===== src/rtl/output_deskew_buffer.sv =====
// output_deskew_buffer
//   Realigns the skewed column results of an N-column systolic array into
//   whole rows. The rows are then buffered in a show-ahead FIFO DEPTH rows
//   deep. Column i of a result row arrives i cycles after the in_valid that
//   tags it. Column i is therefore delayed by N-1-i stages, so that every
//   column of a row lines up with the delayed write strobe.
//
// Ports
//   clk            : rising-edge clock
//   reset          : asynchronous active-high reset
//   in_valid       : column-0 result valid this cycle
//   skewed_input   : N columns of ACC_WIDTH bits; column i at [i*ACC_WIDTH +: ACC_WIDTH]
//   out_ready      : consumer accepts the head row
//   clear_overflow : synchronous clear of the sticky overflow flag
//   out_valid      : FIFO holds at least one row
//   out_data       : aligned head row (zero while empty)
//   out_last       : head row is the last row (row N-1) of a tile
//   level          : FIFO occupancy, 0..DEPTH
//   overflow       : sticky, set when a row was dropped because the FIFO was full
module output_deskew_buffer #(
  parameter int N         = 4,
  parameter int ACC_WIDTH = 32,
  parameter int DEPTH     = 8
) (
  input  logic                         clk,
  input  logic                         reset,
  input  logic                         in_valid,
  input  logic [N*ACC_WIDTH-1:0]       skewed_input,
  input  logic                         out_ready,
  input  logic                         clear_overflow,
  output logic                         out_valid,
  output logic [N*ACC_WIDTH-1:0]       out_data,
  output logic                         out_last,
  output logic [$clog2(DEPTH+1)-1:0]   level,
  output logic                         overflow
);

  localparam int W  = N * ACC_WIDTH;
  localparam int PW = $clog2(DEPTH);
  localparam int LW = $clog2(DEPTH + 1);
  localparam int RW = (N > 1) ? $clog2(N) : 1;

  logic [W-1:0] alignedRow;
  logic         wrStb;

  // Per-column delay lines. The last column arrives already aligned and
  // passes straight through.
  for (genvar i = 0; i < N; i++) begin : g_col
    if (i < N - 1) begin : g_dly
      localparam int D = N - 1 - i;
      logic [ACC_WIDTH-1:0] colDly_q [D];

      always_ff @(posedge clk or posedge reset) begin
        if (reset) begin
          for (int k = 0; k < D; k++) colDly_q[k] <= '0;
        end else begin
          colDly_q[0] <= skewed_input[i*ACC_WIDTH +: ACC_WIDTH];
          for (int k = 1; k < D; k++) colDly_q[k] <= colDly_q[k-1];
        end
      end

      assign alignedRow[i*ACC_WIDTH +: ACC_WIDTH] = colDly_q[D-1];
    end else begin : g_pass
      assign alignedRow[i*ACC_WIDTH +: ACC_WIDTH] = skewed_input[i*ACC_WIDTH +: ACC_WIDTH];
    end
  end

  // The write strobe follows column 0 through the same N-1 stages. Clearing
  // it on reset discards any row still in flight.
  if (N > 1) begin : g_stb
    logic [N-2:0] vld_q;

    always_ff @(posedge clk or posedge reset) begin
      if (reset) begin
        vld_q <= '0;
      end else begin
        vld_q[0] <= in_valid;
        for (int k = 1; k < N - 1; k++) vld_q[k] <= vld_q[k-1];
      end
    end

    assign wrStb = vld_q[N-2];
  end else begin : g_nostb
    assign wrStb = in_valid;
  end

  // FIFO storage. It has no reset, because the head is gated to zero while
  // the FIFO is empty.
  logic [W-1:0]     fifoMem [DEPTH];
  logic [DEPTH-1:0] fifoLast;

  logic [PW-1:0] wrPtr_q, wrPtr_d;
  logic [PW-1:0] rdPtr_q, rdPtr_d;
  logic [LW-1:0] level_q, level_d;
  logic [RW-1:0] row_q, row_d;
  logic          overflow_q, overflow_d;

  logic isEmpty, isFull, doPop, doWrite, doDrop, rowLast;

  // Push/pop arbitration. A pop frees the slot this cycle, so a write is
  // still accepted when the FIFO is full.
  always_comb begin
    isEmpty = (level_q == '0);
    isFull  = (level_q == LW'(DEPTH));
    doPop   = !isEmpty && out_ready;
    doWrite = wrStb && (!isFull || doPop);
    doDrop  = wrStb && isFull && !doPop;
    rowLast = (row_q == RW'(N - 1));

    wrPtr_d    = doWrite ? wrPtr_q + PW'(1) : wrPtr_q;
    rdPtr_d    = doPop   ? rdPtr_q + PW'(1) : rdPtr_q;
    row_d      = row_q;
    if (doWrite) row_d = rowLast ? '0 : row_q + RW'(1);

    level_d = level_q;
    if (doWrite && !doPop) level_d = level_q + LW'(1);
    if (!doWrite && doPop) level_d = level_q - LW'(1);

    // A drop in the same cycle outranks a clear request.
    overflow_d = overflow_q;
    if (doDrop) overflow_d = 1'b1;
    else if (clear_overflow) overflow_d = 1'b0;
  end

  // Control state registers.
  always_ff @(posedge clk or posedge reset) begin
    if (reset) begin
      wrPtr_q    <= '0;
      rdPtr_q    <= '0;
      level_q    <= '0;
      row_q      <= '0;
      overflow_q <= 1'b0;
    end else begin
      wrPtr_q    <= wrPtr_d;
      rdPtr_q    <= rdPtr_d;
      level_q    <= level_d;
      row_q      <= row_d;
      overflow_q <= overflow_d;
    end
  end

  // Row storage. When the FIFO is full and a pop happens at the same time,
  // the write lands in the slot that is being vacated.
  always_ff @(posedge clk) begin
    if (doWrite) begin
      fifoMem[wrPtr_q]  <= alignedRow;
      fifoLast[wrPtr_q] <= rowLast;
    end
  end

  assign out_valid = !isEmpty;
  assign out_data  = isEmpty ? '0 : fifoMem[rdPtr_q];
  assign out_last  = !isEmpty && fifoLast[rdPtr_q];
  assign level     = level_q;
  assign overflow  = overflow_q;

endmodule


===== config.mk =====
export PLATFORM = sky130hd
export DESIGN_NAME = output_deskew_buffer
export DESIGN_NICKNAME = d
export VERILOG_FILES = /design/src/rtl/output_deskew_buffer.sv
export SDC_FILE = /design/constraint.sdc
export NUM_CORES = 1
export LEC_CHECK = 0
export CAP_MARGIN = 30
export CORE_MARGIN = 2
export CORE_UTILIZATION = 42
export DETAILED_ROUTE_END_ITERATION = 12
export MAX_ROUTING_LAYER = met4
export SKIP_LAST_GASP = 1
export SLEW_MARGIN = 20
export SYNTH_ARGS = -nofsm -noshare
export SYNTH_HDL_FRONTEND = slang
export SYNTH_SLANG_ARGS = --single-unit

===== constraint.sdc =====
create_clock -name clk -period 17.2 [get_ports clk]
set_clock_uncertainty 0.2 [all_clocks]
set_input_delay 3.44 -clock clk [delete_from_list [all_inputs] [get_ports clk]]
set_output_delay 3.44 -clock clk [all_outputs]
set_load 0.01 [all_outputs]

== Yosys cells after proc, flatten, opt, wreduce, memory -nomap -nowiden ==
Memory sizes are Yosys's and may differ from the RTL's.
Index checks and enable logic that the tools add are counted.
Cells by class
  add/subtract/negate cells: 5
  $lt $le $gt $ge: 3
  equality and inequality tests: 2
  mux-type cells: 13
  reductions and logical operators: 16
Operators with widths (number)
  2-to-1 mux 128 bit: 1
  bitwise mux 8 bit: 1
  logical AND 1 bit: 8
  less-than comparator 3 x 4 -> 1 bit, second input constant: 2
  2-to-1 mux 4 bit: 2
  adder 3 x 1 -> 3 bit, second input constant: 2
  2-to-1 mux 1 bit: 6
  adder 4 x 1 -> 4 bit, second input constant: 1
  == test 4 bit, second input constant: 1
  logical NOT 1 bit: 4
  logical NOT 4 bit: 1
  nonzero test 2 bit: 2
  subtractor 4 x 1 -> 4 bit, second input constant: 1
  binary-select mux 1 bit (select 3 bit): 1
  demux 1 bit (select 3 bit): 1
  greater-or-equal comparator 3 x 1 -> 1 bit, second input constant: 1
  adder 2 x 1 -> 2 bit, second input constant: 1
  == test 2 bit, second input constant: 1
  2-to-1 mux 2 bit: 1
  logical OR 1 bit: 1
Storage, ports and cells
  flip-flop bits (word level): 216
  bits in writable memories: 1024
  output and inout bits: 135
  logic and storage cells: 53
  memories: 1
Memories
  fifoMem: depth 8, bits a word 128, read ports 1, clocked after Yosys merged registers in 0, write ports 1, RTL line 89  | logic [W-1:0] fifoMem [DEPTH];

== Longest topological paths before layout ==
Gate-level depths: netlist (run 1).
  word-level depth: 8
  gate-level depth with buffers: 12

== Worst setup path after synthesis (run 1) ==
Ideal clock, no wire load.
  kind: input to register
  from: input out_ready
  to: register fifoLast[0] (enable)
  setup time: 933 ps
  arrival time: 15952 ps
  slack: 116 ps
  stages on the path: 4
  cell sequence: nand2b_1 o41ai_2 buf_2 nor4_1
Between the ends
  longest elaborated chain between the ends: 3
Ends and longest elaborated chain
  from (decl): RTL line 29  | input logic out_ready,
  logical AND 1 bit: RTL line 105  | doPop = !isEmpty && out_ready;
  logical OR 1 bit: RTL line 106  | doWrite = wrStb && (!isFull || doPop);
  logical AND 1 bit: RTL line 106
  to (signal, indexed assignment): RTL line 147  | fifoLast[wrPtr_q] <= rowLast;
  to (decl): RTL line 90  | logic [DEPTH-1:0] fifoLast;
No other way between the ends.
A chain may end at the register's enable or synchronous reset.

== Worst setup path in the final report (run 1) ==
  from: register rdPtr_q[1]
  to: output out_data[77]
Between the ends
  longest elaborated chain between the ends: 2
Ends and longest elaborated chain
  from (decl): RTL line 93  | logic [PW-1:0] rdPtr_q, rdPtr_d;
  from (signal assigned): RTL line 135  | rdPtr_q <= rdPtr_d;
  memory (8 x 128 bit)
  2-to-1 mux 128 bit: RTL line 152  | assign out_data = isEmpty ? '0 : fifoMem[rdPtr_q];
  to (decl): RTL line 32  | output logic [N*ACC_WIDTH-1:0] out_data,
No other way between the ends.

==> impl_metrics.py, run 1 <==
metrics = {
    "placement": {
        "dpl.cell_count": 3515,
        "dp_slack_ps": 8670,
        "portBuffers": 267,
        "routabilityCongestion": 0.711,
        "post-dp-hpwl_um": 50000,
        "placed_cell_area_sq_um": 49100,
    },
    "routing": {
        "drt-initial-drc-count": 1640,
        "post_drt_wl_per_cell_um": 25.2,
        "via_count": 19900,
        "vias_per_cell": 5.29,
        "ant_nets": 0,
        "drt-total-wl_um": 94800,
        "dr.pass1.iters": 5,
        "drc": 0,
    },
    "synth": {
        "synth_edf_count": 1032,
        "synth_area_sq_um": 44800,
        "async_flop_share_pct": 16.8,
        "synth_ff_type": "edfxtp_1",
        "yosysWarnings": 0,
        "synth_seq_cells": 1240,
        "synthTopCellsByArea": "edfxtp_1 69%, mux4_2 13%, dfrtp_1 12%, mux2i_1 2.9%, nor2_1 1.1%",
        "ys_seq_area_share_pct": 80.8,
        "synth_top_cell_area_share_pct": 69.2,
        "ys_types": 32,
        "syn_inst": 1904,
        "syn_nets": 2043,
        "syn_avg_cell_area_sq_um": 23.5,
        "synth.largest_area_cell": "edfxtp_1",
    },
    "setup_path": {
        "worst_path_max_delay_cell": "buf_4",
        "end_kind": "primary output",
        "required_ps": 13560,
        "start_kind": "flop",
        "crit_fanout": 60,
        "crit_chain": "buf_4 > buf_4 > buf_4 > mux4_2 > mux2i_1 > nor2_1 > clkdlybuf4s50_1",
        "crit_top_cell": "buf_4",
        "arrival_ps": 5540,
        "cp_slowest_stage_delay_ps": 810,
        "crit_type": "flop to primary output",
    },
    "flow_run": {
        "drv_cap": 0,
    },
    "clock_tree": {
        "clock_latency_ps": 720,
        "clock_path_buffers": 3,
        "clock-sinks": 1240,
        "root_buffer": "clkbuf_16",
        "cts_resized": 0,
        "h-tree-depth": 4,
        "cts_hold_buffers": 0,
        "clkTransAtPathRegs_ps": 60,
        "cts_setup_buffers": 0,
        "cts_tree": "built",
        "cts_made_buffers": 131,
    },
    "sta": {
        "relSlewSlack_pct": 21.2,
        "fmax_mhz": 109,
        "holdWs_ps": 144,
        "drv_slew": 0,
        "period_needed_ps": 9180,
        "worst_slew_pin_slew_ps": 1180,
        "hold_viol": 0,
        "setup_violations": 0,
        "fin_crit_sh_pct": 53.4,
        "rsz0062_at_grt": "false",
        "fin_setup_tns_ps": 0,
        "fin_ws_ps": 8020,
    },
    "run_status": {
        "status": "completed",
    },
    "cells_and_area": {
        "multiInputGateArea_sq_um": 8040,
        "register_area_sq_um": 36200,
        "fillers": 8256,
        "drive_gt1_share_pct": 22.0,
        "area_growth_pct": 19.7,
        "nets": 2399,
        "utilization_pct": 50.8,
        "finalNonFillerCells": 3766,
        "design_area_sq_um": 53600,
    },
    "floorplan": {
        "num_rows": 119,
        "coreArea_sq_um": 106000,
        "design.die.area_sq_um": 109000,
        "start_util_pct": 42.4,
        "die_width_um": 331,
        "ios": 268,
        "die_h_um": 331,
    },
    "power": {
        "power.density_nw_per_um2": 178,
        "cellLeakagePower_nw": 18.1,
        "p_total_mw": 9.52,
        "vdd_drop_max_mv": 0.0959,
    },
    "global_route": {
        "grt_pass1_vias": 21300,
        "grt_max_degree": 131,
        "overflow": 0,
        "grt_usage_pct": 18.2,
        "grt_pass1_wl_um": 140000,
        "antenna_found_initial": 11,
    },
    "hold_path": {
        "hold_class": "flop to flop",
    },
}
area by class of cell:
type / count / share of cell area, %
Antenna cell: 7 / 0.0327
Timing Repair Buffer: 315 / 5.91
Inverter: 5 / 0.0490
Multi-Input combinational cell: 567 / 15.0
Sequential cell: 1240 / 67.5
Clock inverter: 67 / 1.46
Clock buffer: 174 / 6.76
Tap cell: 1391 / 3.25
cells in the mapped netlist (all sizes together) (2+ instances only):
| library cell | instances |
|---|---|
| edfxtp | 1032 |
| mux4 | 258 |
| dfrtp | 208 |
| nor2 | 134 |
| mux2i | 129 |
| buf | 68 |
| clkbuf | 24 |
| nor3 | 7 |
| ha | 6 |
| inv | 5 |
| xor2 | 5 |
| mux2 | 4 |
| nand2b | 4 |
| xnor2 | 4 |
| nor4 | 3 |
| nand2 | 2 |
final timing paths:
| check | start | to | slack [ps] | cells after the start |
|---|---|---|---|---|
| max reg2reg | level[0]$_DFFE_PP0P_ | fifoMem[3][58]$_DFFE_PP_ | 13370 | 6 |
| max in group asynchronous | reset | rdPtr_q[1]$_DFFE_PP0P_ | 12190 | 4 |
| min in group asynchronous | reset | g_col[0].g_dly.colDly_q[84]$_DFF_PP0_ | 2910 | 2 |
| max | rdPtr_q[1]$_DFFE_PP0P_ | out_data[77] | 8020 | 7 |
| min reg2reg | g_col[0].g_dly.colDly_q[58]$_DFF_PP0_ | alignedRow[26]$_DFF_PP0_ | 140 | 0 |
| min | g_col[0].g_dly.colDly_q[58]$_DFF_PP0_ | alignedRow[26]$_DFF_PP0_ | 140 | 0 |
worst max-delay path: cells and delay by family (launching register included):
kind	cells	cell delay, ps
buf+inv	4	3030
flops	1	680
mux	2	440
simple gates	1	500
layer usage:
layer | up-vias | GRT usage, % | share of wire [%]
met1 | 10700 | 24.8 | 44
met5 | - | - | 0
li1 | 8510 | - | -
met2 | 553 | 28.3 | 49
met3 | 135 | 3.88 | 5.8
met4 | 0 | 4.65 | 1.7
registers in the layout, indices dropped and copies added (netlist names):
register,count
level,4
fifoLast,8
fifoMem,1024
row_q,2
g_col.g_dly.colDly_q,128
overflow,1
wrPtr_q,3
rdPtr_q,3
alignedRow,64
g_stb.vld_q,3
cell usage in the layout (no fill, tap or decap), drive strengths merged, types with 5 or more instances in the layout:
| master | netlist | routed |
|---|---|---|
| mux2i | 129 | 129 |
| xor2 | 5 | 5 |
| nor2 | 134 | 134 |
| inv | 5 | 9 |
| ha | 6 | 6 |
| clkbuf | 24 | 174 |
| edfxtp | 1032 | 1032 |
| diode | 0 | 7 |
| clkdlybuf4s50 | 0 | 267 |
| buf | 68 | 48 |
| bufinv | 0 | 14 |
| clkinvlp | 0 | 5 |
| clkinv | 0 | 44 |
| nor3 | 7 | 7 |
| dfrtp | 208 | 208 |
| mux4 | 258 | 258 |
power breakdown:
group | total (mW) | switching, mW | internal (mW)
sequential | 3.85 | 0.162 | 3.69
combinational | 2.83 | 1.44 | 1.39
clock | 2.84 | 1.13 | 1.70
total | 9.52 | 2.74 | 6.78
kinds of logic after synthesis:
logic type | count (synthesis) | share of synthesized area (%)
and+or+nand+nor | 156 | 1.44
muxes | 391 | 16.0
DFF | 1240 | 80.8
buffers and inverters | 97 | 1.38
adders and majority gates | 6 | 0.168
AOI/OAI and AO/OA | 5 | 0.0949
xor gates and xnor gates | 9 | 0.176
Note: power is estimated with default switching activity, not from simulation.
==> run 2, diff against run 1 <==
Clock period 17.2 ns to 8.05 ns, I/O delays scaled along.
==> run 2 against run 1 <==
  * Routed wire length hardly changed
  * Non-clock buffer count is 13 lower
  * Clock power is 110% higher
  * Global-route usage is 0.065 points lower
  * Final cell count is 0.48% lower
  * Sequential share of layout area is 0.23 points higher
  * Sequential cell count stayed put
==> impl_metrics.py, run 2 (synthesis gave the netlist of run 1 again) <==
metrics = {
    "sta": {
        "fin_setup_tns_ps": 0,
        "worst_slew_pin_slew_ps": 981,
        "rsz0062_at_grt": "false",
        "holdWs_ps": 128,
        "fmax_mhz": 178,
        "relSlewSlack_pct": 34.6,
        "fin_ws_ps": 2420,
        "period_needed_ps": 5630,
        "fin_crit_sh_pct": 69.9,
        "setup_violations": 0,
        "hold_viol": 0,
        "drv_slew": 0,
    },
    "floorplan": {
        "die_h_um": 331,
        "start_util_pct": 42.4,
        "num_rows": 119,
        "coreArea_sq_um": 106000,
        "ios": 268,
        "die_width_um": 331,
        "design.die.area_sq_um": 109000,
    },
    "setup_path": {
        "end_kind": "primary output",
        "required_ps": 6240,
        "cp_slowest_stage_delay_ps": 1070,
        "crit_type": "flop to primary output",
        "crit_fanout": 78,
        "start_kind": "flop",
        "worst_path_max_delay_cell": "dfrtp_4",
        "crit_chain": "buf_12 > mux4_2 > mux2i_1 > nor2_1 > clkdlybuf4s50_1",
        "arrival_ps": 3820,
    },
    "clock_tree": {
        "clock_path_buffers": 3,
        "clkTransAtPathRegs_ps": 60,
        "cts_resized": 0,
        "cts_setup_buffers": 0,
        "cts_hold_buffers": 0,
        "clock_latency_ps": 730,
        "cts_tree": "built",
        "h-tree-depth": 4,
        "root_buffer": "clkbuf_16",
        "clock-sinks": 1240,
        "cts_made_buffers": 131,
    },
    "cells_and_area": {
        "largest_reg_flops": 1024,
        "design_area_sq_um": 53400,
        "area_growth_pct": 19.2,
        "mostFrequentLayoutCell": "edfxtp_1",
        "nets": 2386,
        "drive_gt1_share_pct": 21.0,
        "utilization_pct": 50.6,
        "multiInputGateArea_sq_um": 8060,
        "fillers": 8311,
        "register_area_sq_um": 36200,
        "largest_register": "fifoMem",
        "mostFrequentLayoutCells": "1,032 x edfxtp_1, 267 x clkdlybuf4s50_1, 258 x mux4_2",
        "finalNonFillerCells": 3748,
    },
    "power": {
        "vdd_drop_max_mv": 0.221,
        "power.density_nw_per_um2": 377,
        "cellLeakagePower_nw": 18.0,
        "p_total_mw": 20.1,
    },
    "routing": {
        "drt-initial-drc-count": 1477,
        "vias_per_cell": 5.27,
        "post_drt_wl_per_cell_um": 25.3,
        "drt-total-wl_um": 94800,
        "via_count": 19800,
        "ant_nets": 0,
        "dr.pass1.iters": 5,
        "drc": 0,
    },
    "placement": {
        "dpl.cell_count": 3505,
        "placed_cell_area_sq_um": 49200,
        "dp_slack_ps": 3070,
        "post-dp-hpwl_um": 48900,
        "routabilityCongestion": 0.705,
        "portBuffers": 267,
    },
    "global_route": {
        "antenna_found_initial": 6,
        "grt_pass1_wl_um": 139000,
        "grt_pass1_vias": 21300,
        "overflow": 0,
        "grt_usage_pct": 18.2,
        "grt_max_degree": 102,
    },
    "flow_run": {
        "drv_cap": 0,
    },
    "run_status": {
        "status": "completed",
    },
    "hold_path": {
        "hold_class": "flop to flop",
    },
}
run 2: cell count changes in the layout (fill, tap and decap cells not counted), sizes merged:
| cell | previous run | this run |
|---|---|---|
| clkbuf | 174 | 191 |
| clkinv | 44 | 35 |
| buf | 48 | 35 |
| bufinv | 14 | 8 |
| clkinvlp | 5 | 3 |
| diode | 7 | 2 |
run 2: area by class of cell:
class                      count  share of cell area [%]
sequential                  1240                    67.8
multi-input combinational    567                    15.1
clock buffer                 191                    6.98
timing repair buffer         302                    5.86
tap                         1391                    3.26
clock inverter                50                    1.00
inverter                       5                  0.0492
antenna                        2                 0.00937
run 2: per-layer routing:
| layer | up-vias | track usage (%) | routed length, um | share of wire [%] |
|---|---|---|---|---|
| met3 | 131 | 3.30 | 4360 | 4.6 |
| met4 | 0 | 4.44 | 1510 | 1.6 |
| met2 | 492 | 29.0 | 47200 | 50 |
| met5 | - | - | 0 | 0 |
| met1 | 10700 | 24.4 | 41700 | 44 |
| li1 | 8467 | - | - | - |
run 2: path summary, 6_finish.rpt:
kind	start	end	slack [ps]	cells after the start
setup / recovery	rdPtr_q[1]$_DFFE_PP0P_	out_data[22]	2420	5
hold / removal	g_col[0].g_dly.colDly_q[82]$_DFF_PP0_	g_col[0].g_dly.colDly_q[50]$_DFF_PP0_	130	0
setup reg to reg	level[1]$_DFFE_PP0P_	level[2]$_DFFE_PP0P_	4550	11
hold reg to reg	g_col[0].g_dly.colDly_q[82]$_DFF_PP0_	g_col[0].g_dly.colDly_q[50]$_DFF_PP0_	130	0
max in group asynchronous	reset	alignedRow[48]$_DFF_PP0_	5060	3
min in group asynchronous	reset	g_col[0].g_dly.colDly_q[51]$_DFF_PP0_	1230	2
run 2: worst max-delay path: cells and delay by family (launching register included):
kind,cells,cell delay (ps)
buf+inv,2,1150
mux,2,440
flops,1,1070
simple gates,1,430
run 2: power by group:
part	internal [mW]	leakage (nW)	switching [mW]
Clock	3.49	2.07	2.38
Sequential	7.88	11.8	0.385
Combinational	2.95	4.14	3.05
Total	14.3	18.0	5.82
==> run 3, diff against run 2 <==
Clock period 8.05 ns to 5.3 ns, I/O delays scaled along.
==> run 3 against run 2 <==
  * Worst hold slack better by 3.4 ps
  * Clock power increased by 53%
  * Sequential cell count did not move
  * Design area rose by 0.42%
  * Combinational power rose by 55%
  * Power grew 53%
  * Critical endpoint is now out_data[70]
  * Largest power group unchanged
==> impl_metrics.py, run 3 (synthesis gave the netlist of run 1 again) <==
metrics = {
    "sta": {
        "fmax_mhz": 215,
        "hold_viol": 0,
        "rsz0062_at_grt": "false",
        "drv_slew": 0,
        "fin_ws_ps": 642,
        "holdWs_ps": 132,
        "relSlewSlack_pct": 39.5,
        "fin_crit_sh_pct": 87.9,
        "worst_slew_pin_slew_ps": 907,
        "period_needed_ps": 4660,
        "setup_violations": 0,
    },
    "clock_tree": {
        "cts_resized": 0,
        "cts_hold_buffers": 0,
        "clock_path_buffers": 3,
        "clkTransAtPathRegs_ps": 60,
        "cts_tree": "built",
        "h-tree-depth": 4,
        "clock_latency_ps": 720,
        "clock-sinks": 1240,
        "cts_made_buffers": 132,
        "cts_setup_buffers": 0,
        "root_buffer": "clkbuf_16",
    },
    "power": {
        "p_clk_share_pct": 29.2,
        "cellLeakagePower_nw": 18.1,
        "p_total_mw": 30.8,
        "power.density_nw_per_um2": 573,
        "p_switching_mw": 9.02,
        "vdd_drop_max_mv": 0.457,
        "swShare_pct": 29.3,
        "power_frac_comb_pct": 30.2,
        "seq_power_share_pct": 40.6,
        "internal-power_mw": 21.8,
    },
    "floorplan": {
        "start_util_pct": 42.4,
        "die_width_um": 331,
        "coreArea_sq_um": 106000,
        "num_rows": 119,
        "ios": 268,
        "die_h_um": 331,
        "design.die.area_sq_um": 109000,
    },
    "routing": {
        "via_count": 19900,
        "drc": 0,
        "drt-total-wl_um": 94800,
        "dr.pass1.iters": 5,
        "vias_per_cell": 5.30,
        "drt-initial-drc-count": 1645,
        "post_drt_wl_per_cell_um": 25.2,
        "ant_nets": 0,
    },
    "setup_path": {
        "crit_fanout": 28,
        "crit_chain": "buf_4 > mux4_2 > mux2i_1 > nor2_1 > clkdlybuf4s50_1",
        "cp_slowest_stage_delay_ps": 790,
        "required_ps": 4040,
        "r2r_setup_slack_ps": 1910,
        "regToRegStartpoint": "level[1]$_DFFE_PP0P_",
        "start_kind": "flop",
        "regToRegEndpoint": "level[2]$_DFFE_PP0P_",
        "crit_path_end": "out_data[70]",
        "crit_type": "flop to primary output",
        "ff2ff_path_depth": 11,
        "end_kind": "primary output",
        "worst_path_max_delay_cell": "dfrtp_4",
        "arrival_ps": 3400,
        "crit_path_start": "rdPtr_q[1]$_DFFE_PP0P_",
    },
    "global_route": {
        "grt_pass1_vias": 21400,
        "overflow": 0,
        "antenna_found_initial": 6,
        "grt_usage_pct": 18.2,
        "grt_pass1_wl_um": 140000,
        "grt_max_degree": 115,
    },
    "placement": {
        "routabilityCongestion": 0.716,
        "dpl.cell_count": 3510,
        "dp_slack_ps": 1340,
        "post-dp-hpwl_um": 49000,
        "portBuffers": 267,
        "placed_cell_area_sq_um": 49300,
    },
    "flow_run": {
        "drv_cap": 0,
    },
    "cells_and_area": {
        "nets": 2392,
        "fillers": 8221,
        "drive_gt1_share_pct": 21.3,
        "design_area_sq_um": 53700,
        "largest_register": "fifoMem",
        "area_growth_pct": 19.7,
        "largest_reg_flops": 1024,
        "mostFrequentLayoutCells": "1,032 x edfxtp_1, 267 x clkdlybuf4s50_1, 258 x mux4_2",
        "mostFrequentLayoutCell": "edfxtp_1",
        "finalNonFillerCells": 3758,
    },
    "run_status": {
        "status": "completed",
    },
    "hold_path": {
        "hold_class": "flop to flop",
    },
}
==> run 3: layout make-up <==
class / instances / area, sq um / area share, %
antenna: 5 / 12.5 / 0.0233
clock buffer: 183 / 3610 / 6.72
clock inverter: 60 / 686 / 1.28
inverter: 5 / 22.5 / 0.0420
multi-input combinational: 567 / 8100 / 15.1
sequential: 1240 / 36200 / 67.5
tap: 1391 / 1740 / 3.24
timing repair buffer: 307 / 3290 / 6.12
==> run 3: per-layer routing <==
| metal | share of wire [%] | wire [um] | vias to the layer above | track usage [%] |
|---|---|---|---|---|
| li1 | - | - | 8494 | - |
| met1 | 45 | 43000 | 10800 | 25.3 |
| met2 | 48 | 45700 | 481 | 27.8 |
| met3 | 4.7 | 4480 | 122 | 3.44 |
| met4 | 1.7 | 1570 | 0 | 4.65 |
| met5 | 0 | 0 | - | - |
==> run 3: through the flow <==
step / utilization, % / TNS [ps]
3_3_place_gp: 46.7 / 0
3_5_place_dp: 46.7 / 0
6_report: 50.8 / 0
2_1_floorplan: - / -591340
5_1_grt: 50.8 / 0
4_1_cts: 50.8 / 0
==> run 3: power by group through the flow <==
stage | combinational [mW] | sequential, mW | clock (mW)
6_report | 9.29 | 12.5 | 8.98
2_1_floorplan | 5.66 | 12.5 | 0
5_1_grt | 9.98 | 12.6 | 9.61
3_3_place_gp | 9.54 | 12.6 | 0
4_1_cts | 9.58 | 12.5 | 9.21
3_5_place_dp | 9.54 | 12.7 | 0
==> run 3: how the worst min path moves through the flow <==
stage | startpoint | end | depth (start not counted)
after global placement | g_col[1].g_dly.colDly_q[57]$_DFF_PP0_ | alignedRow[57]$_DFF_PP0_ | 0
after global routing | g_col[1].g_dly.colDly_q[50]$_DFF_PP0_ | alignedRow[50]$_DFF_PP0_ | 0
final | g_col[0].g_dly.colDly_q[81]$_DFF_PP0_ | g_col[0].g_dly.colDly_q[49]$_DFF_PP0_ | 0
after detailed placement | g_col[1].g_dly.colDly_q[53]$_DFF_PP0_ | alignedRow[53]$_DFF_PP0_ | 0
after floorplan | g_col[0].g_dly.colDly_q[32]$_DFF_PP0_ | alignedRow[0]$_DFF_PP0_ | 0
after CTS | g_col[0].g_dly.colDly_q[58]$_DFF_PP0_ | alignedRow[26]$_DFF_PP0_ | 0
==> run 3: critical path: cells and delay by family (launching register included) <==
family | cells | cell delay [ps]
flops | 1 | 790
buf+inv | 2 | 1120
simple gates | 1 | 420
mux | 2 | 330
